`config.mk`:
```
export PLATFORM = sky130hd
export DESIGN_NAME = seq_gen_flat
export DESIGN_NICKNAME = d
export VERILOG_FILES = /design/src/rtl/seq_pkg.sv /design/src/rtl/seq_gen_if.sv /design/src/rtl/seq_gen.sv /design/src/flat_wrapper.sv
export SDC_FILE = /design/constraint.sdc
export NUM_CORES = 1
export LEC_CHECK = 0
export BUFFER_PORTS_ARGS = -buffer_cell sky130_fd_sc_hd__buf_2
export CAP_MARGIN = 5
export CORE_UTILIZATION = 56
export CTS_CLUSTER_SIZE = 30
export DETAILED_ROUTE_END_ITERATION = 12
export PLACE_DENSITY = 0.81
export SLEW_MARGIN = 30
export SYNTH_ARGS = -nofsm -noshare
export SYNTH_HDL_FRONTEND = slang
export SYNTH_SLANG_ARGS = --single-unit
```
`constraint.sdc`:
```
create_clock -name clk -period 4.3 [get_ports clk]
set_input_delay 0.86 -clock clk [delete_from_list [all_inputs] [get_ports clk]]
set_output_delay 0.86 -clock clk [all_outputs]
set_load 0.02 [all_outputs]
```
`src/rtl/seq_pkg.sv`:
```
// seq_pkg: shared definitions for the serial pattern generator and for
// benches that detect the patterns it emits.
//   state_t   - FSM state encoding (IDLE, SEND, DONE)
//   MAX_W     - widest pattern the border helper supports
//   border()  - length of the longest proper suffix of a pattern that
//               equals its prefix (0..w-1)
package seq_pkg;

  localparam int MAX_W = 8;

  typedef enum logic [1:0] {
    IDLE = 2'd0,
    SEND = 2'd1,
    DONE = 2'd2
  } state_t;

  // p holds the pattern in its low w bits, MSB first.
  // Longer candidates are tried later, so the last match wins.
  function automatic logic [3:0] border(input logic [MAX_W-1:0] p, input int w);
    logic [3:0] b;
    logic       ok;
    b = '0;
    for (int k = 1; k < MAX_W; k++) begin
      if (k < w) begin
        ok = 1'b1;
        for (int i = 0; i < MAX_W; i++)
          if (i < k && p[w-k+i] != p[i]) ok = 1'b0;
        if (ok) b = 4'(k);
      end
    end
    return b;
  endfunction

endpackage

```
`src/rtl/seq_gen_if.sv`:
```
// seq_gen_if: burst request / serial output bundle for seq_gen.
//   start, pattern, count, overlap : burst request (master -> slave)
//   dout, dvalid, busy, done       : serial stream and status (slave -> master)
interface seq_gen_if #(
  parameter int WIDTH = 4,
  parameter int CNT_W = 4
);
  logic             start;
  logic [WIDTH-1:0] pattern;
  logic [CNT_W-1:0] count;
  logic             overlap;
  logic             dout;
  logic             dvalid;
  logic             busy;
  logic             done;

  modport master (output start, pattern, count, overlap,
                  input  dout, dvalid, busy, done);
  modport slave  (input  start, pattern, count, overlap,
                  output dout, dvalid, busy, done);
endinterface

```
`src/rtl/seq_gen.sv`:
```
// seq_gen: emits `count` repetitions of `pattern` MSB first on dout. With
// overlap set, every repetition after the first skips the leading k bits
// that are already present as the previous copy's border.
//   clk  - clock, rising edge
//   rst  - synchronous active-high reset
//   bus  - seq_gen_if.slave (request in, dout/dvalid/busy/done out)
module seq_gen
  import seq_pkg::*;
#(
  parameter int WIDTH = 4,
  parameter int CNT_W = 4
) (
  input  logic     clk,
  input  logic     rst,
  seq_gen_if.slave bus
);

  localparam int IDX_W = $clog2(WIDTH);

  state_t           state, state_n;
  logic [WIDTH-1:0] pat, pat_n;
  logic [3:0]       kreg, k_n;
  logic [IDX_W-1:0] idx, idx_n;   // bit of pat currently on dout
  logic [CNT_W-1:0] rep, rep_n;   // repetitions left, including current

  always_ff @(posedge clk) begin
    if (rst) begin
      state <= IDLE;
      pat   <= '0;
      kreg  <= '0;
      idx   <= '0;
      rep   <= '0;
    end else begin
      state <= state_n;
      pat   <= pat_n;
      kreg  <= k_n;
      idx   <= idx_n;
      rep   <= rep_n;
    end
  end

  always_comb begin
    state_n = state;
    pat_n   = pat;
    k_n     = kreg;
    idx_n   = idx;
    rep_n   = rep;
    case (state)
      IDLE: if (bus.start) begin
        pat_n   = bus.pattern;
        rep_n   = bus.count;
        k_n     = bus.overlap ? border(MAX_W'(bus.pattern), WIDTH) : 4'd0;
        idx_n   = IDX_W'(WIDTH-1);
        state_n = (bus.count == '0) ? DONE : SEND;
      end
      SEND: begin
        if (idx == '0) begin
          if (rep == CNT_W'(1)) state_n = DONE;
          else begin
            rep_n = rep - CNT_W'(1);
            // next copy resumes just past the shared border
            idx_n = IDX_W'(WIDTH-1-int'(kreg));
          end
        end else begin
          idx_n = idx - IDX_W'(1);
        end
      end
      DONE:    state_n = IDLE;
      default: state_n = IDLE;
    endcase
  end

  // Outputs depend only on registered state.
  assign bus.dvalid = (state == SEND);
  assign bus.dout   = (state == SEND) ? pat[idx] : 1'b0;
  assign bus.busy   = (state != IDLE);
  assign bus.done   = (state == DONE);

endmodule

```
`src/flat_wrapper.sv`:
```
// flat-port wrapper written by rule: the top's interface ports become plain ports
module seq_gen_flat import seq_pkg::*;
#(
  parameter int WIDTH = 4,
  parameter int CNT_W = 4
)
  (clk, rst, bus_start, bus_pattern, bus_count, bus_overlap, bus_dout, bus_dvalid, bus_busy, bus_done);
  seq_gen_if #(.WIDTH(WIDTH), .CNT_W(CNT_W)) bus_i ();
  input  logic clk;
  input  logic rst;
  input wire logic [$bits(bus_i.start)-1:0] bus_start;
  input wire logic [$bits(bus_i.pattern)-1:0] bus_pattern;
  input wire logic [$bits(bus_i.count)-1:0] bus_count;
  input wire logic [$bits(bus_i.overlap)-1:0] bus_overlap;
  output wire logic [$bits(bus_i.dout)-1:0] bus_dout;
  output wire logic [$bits(bus_i.dvalid)-1:0] bus_dvalid;
  output wire logic [$bits(bus_i.busy)-1:0] bus_busy;
  output wire logic [$bits(bus_i.done)-1:0] bus_done;
  assign bus_i.start = bus_start;
  assign bus_i.pattern = bus_pattern;
  assign bus_i.count = bus_count;
  assign bus_i.overlap = bus_overlap;
  assign bus_dout = bus_i.dout;
  assign bus_dvalid = bus_i.dvalid;
  assign bus_busy = bus_i.busy;
  assign bus_done = bus_i.done;
  seq_gen #(.WIDTH(WIDTH), .CNT_W(CNT_W)) u_core (.clk(clk), .rst(rst), .bus(bus_i));
endmodule
```
==> results.cfg <==
[sta]
slew_violations = 0
fmax_ghz = 0.416
fin_crit_sh = 0.559
fin_crit_ns = 2.41
rsz0062_at_grt = no
relSlewSlack = 0.597
tightestPinTransition_ns = 0.604
hold_viol = 0
whs_ns = 0.458
setup_viol = 0
finalClockSkew_ns = 0.0119
tns_ns = 0

[critical_path]
cp-start-kind = flop
critPathKind = reg2out
crit_path_max_incr_delay_ns = 0.52
cp-end-kind = primary output
crit_slowest_cell = dfxtp_1
path_max_fanout = 10
cp_cell_sequence = nand2b_1 -> inv_6 -> and2_1 -> buf_2
cp_data_arrival_time_ns = 1.55
rrSetupSlack_ns = 2.57
rr_worst_depth = 5
r2r-end = u_core.idx[0]
regToRegStartpoint = u_core.rep[0]
crit_required_ns = 3.44

[final_layout]
multi_input_comb_area_sq_um = 453
regArea_sq_um = 280
stdcell_area_sq_um = 895
areaGrowthSynthToFinish_pct = 14.2
insertedDiodeCount = 0
drive_gt1_frac = 0.218
fillers = 111
nets = 125
final_cells = 125

[hold_path]
hp-start = u_core.kreg[0]
hold_path_class = reg2reg
worstHoldEndpoint = u_core.kreg[0]
hold-path-cell-count = 2

[logic_synthesis]
syn_area_sq_um = 783
synth.distinct_cells = 30
synthTopCellsByArea = dfxtp_1, a21oi_1, nand2_1
yosysWarnings = 0
syn-num-nets = 108
synth_seq_cells = 14
synth.top_cell.area_share = 0.358
ys_seq_area_frac = 0.358
synthCells = 94
yosys.area.top_type = dfxtp_1
syn_avg_cell_area_sq_um = 8.33

[power_and_ir_drop]
worst_ir_drop_vdd_mv = 0.275
leakage_nw = 0.363
power_mw = 0.406
power_density_nw_per_um2 = 453

[place]
routabilityCongestion = 0.847
placed_area_sq_um = 858
place_inst = 121
io_buffers = 15
hpwl_mm = 1.19

[detailed_routing]
wl_per_cell_um = 12.1
num_vias = 690
route.detailed.drc = 0
ant_nets = 0
drt_first_pass_iters = 4
viasPerCell = 5.52
drtIter0Drc = 9
wl_mm = 1.52

[clock_tree]
root_buffer = clkbuf_4
postCtsSetupRepairBufs = 0
clk_latency_ns = 0.28
path_clk_slew_ns = 0.09
cts.htree.levels = 1
cts_tree = done
clock_path_buffers = 2
post_cts_resized = 0
cts-hold-fix-buffers = 0
cts.sink_count = 14
numCtsBuffers = 3

[floorplan]
die_width_um = 39.4
die_area_sq_um = 1550
core_area_sq_um = 1300
num_rows = 13
ios = 16
start_util = 0.602
die_y_um = 39.4

[global_route]
grt_pass1_wl_mm = 2.44
overflow = 0
grt_pass1_vias = 606
antenna_found_initial = 0
grt_max_degree = 15
track_usage = 0.237

[outcome]
outcome = finished clean

[job]
drv_cap = 0
-- metrics by stage --
step                      setup WS, ns  utilization
after floorplan                   2.39            -
after global placement            2.25        0.660
after detailed placement          2.21        0.660
after CTS                         1.89        0.688
after global routing              1.77        0.688
final                             1.89        0.688
-- per-layer routing --
layer / GRT usage / up-vias / wire length (um)
met5: 0 / - / 0
met1: 0.265 / 313 / 680
met3: 0.0568 / 2 / 51
met4: 0.103 / 0 / 14
met2: 0.418 / 13 / 770
li1: - / 362 / -
-- worst max-delay path: cells and delay by family, from the launching register on --
family,cells,cell delay [ns]
flops,1,0.52
simple gates,2,0.43
buf+inv,2,0.31
-- layout by cell type (no fill, tap or decap), drive strengths merged, types with 2 or more instances in the layout --
cell	count
buf	15
dfxtp	14
a21oi	13
nand2	11
nor2	7
inv	7
o21ai	6
and2	4
clkbuf	4
nand2b	3
nor3	3
xnor2	3
a221oi	3
nor3b	2
a211oi	2
nand3	2
ha	2
-- flip-flops by register name, summed over array words and instances (netlist names) --
signal        count
u_core.kreg       2
u_core.state      2
u_core.pat        4
u_core.idx        2
u_core.rep        4
-- synth_stat cells --
cell       n
a211oi_1   2
o41ai_1    1
nand3_1    2
buf_6      1
nor3b_1    2
nand2b_1   3
o21bai_2   1
clkbuf_1   2
or2_1      1
o221a_1    1
nor2b_1    1
mux4_2     1
a221oi_1   1
nor3_1     3
xnor2_1    3
o21ai_1    2
inv_6      1
o221ai_1   1
a221oi_4   1
ha_1       2
and2_1     4
nand4_1    1
o21ai_0    4
nand2_1   11
a221oi_2   1
a21oi_1   13
inv_1      6
nor2_1     7
dfxtp_1   14
xor2_1     1
-- cell families (layout without fill, tap and decap cells) --
kind of cell,count (synthesis),in the layout,share of synthesized area
flip-flops,14,14,0.358
adder cells (fa/ha/maj),2,2,0.0319
multiplexers,1,1,0.0288
XOR/XNOR,4,4,0.0447
AND/OR/NAND/NOR,35,35,0.217
AO/OA/AOI/OAI,28,28,0.256
buffers and inverters,10,26,0.0639
-- worst max path at each step --
stage	start	end	slack, ns	cells past startpoint
final	u_core.state[0]	bus_dout	1.89	4
after global routing	u_core.state[0]	bus_dout	1.77	4
after CTS	u_core.state[0]	bus_dout	1.89	4
after detailed placement	u_core.state[0]	bus_dout	2.21	4
after global placement	u_core.state[0]	bus_dout	2.25	4
after floorplan	u_core.idx[0]	bus_dout	2.39	2
-- report_power, final --
group	internal, mW	switching, mW	total [mW]
registers	0.149	0.0212	0.170
logic	0.0593	0.0810	0.140
clock network	0.0514	0.0434	0.0949
-- layout make-up --
cell class	instances	share of cell area
Sequential cell	14	0.313
Tap cell	15	0.0210
Timing Repair Buffer	15	0.0839
Multi-Input combinational cell	70	0.506
Inverter	7	0.0350
Clock buffer	4	0.0406
No activity file was read; power rests on OpenSTA's default activity.
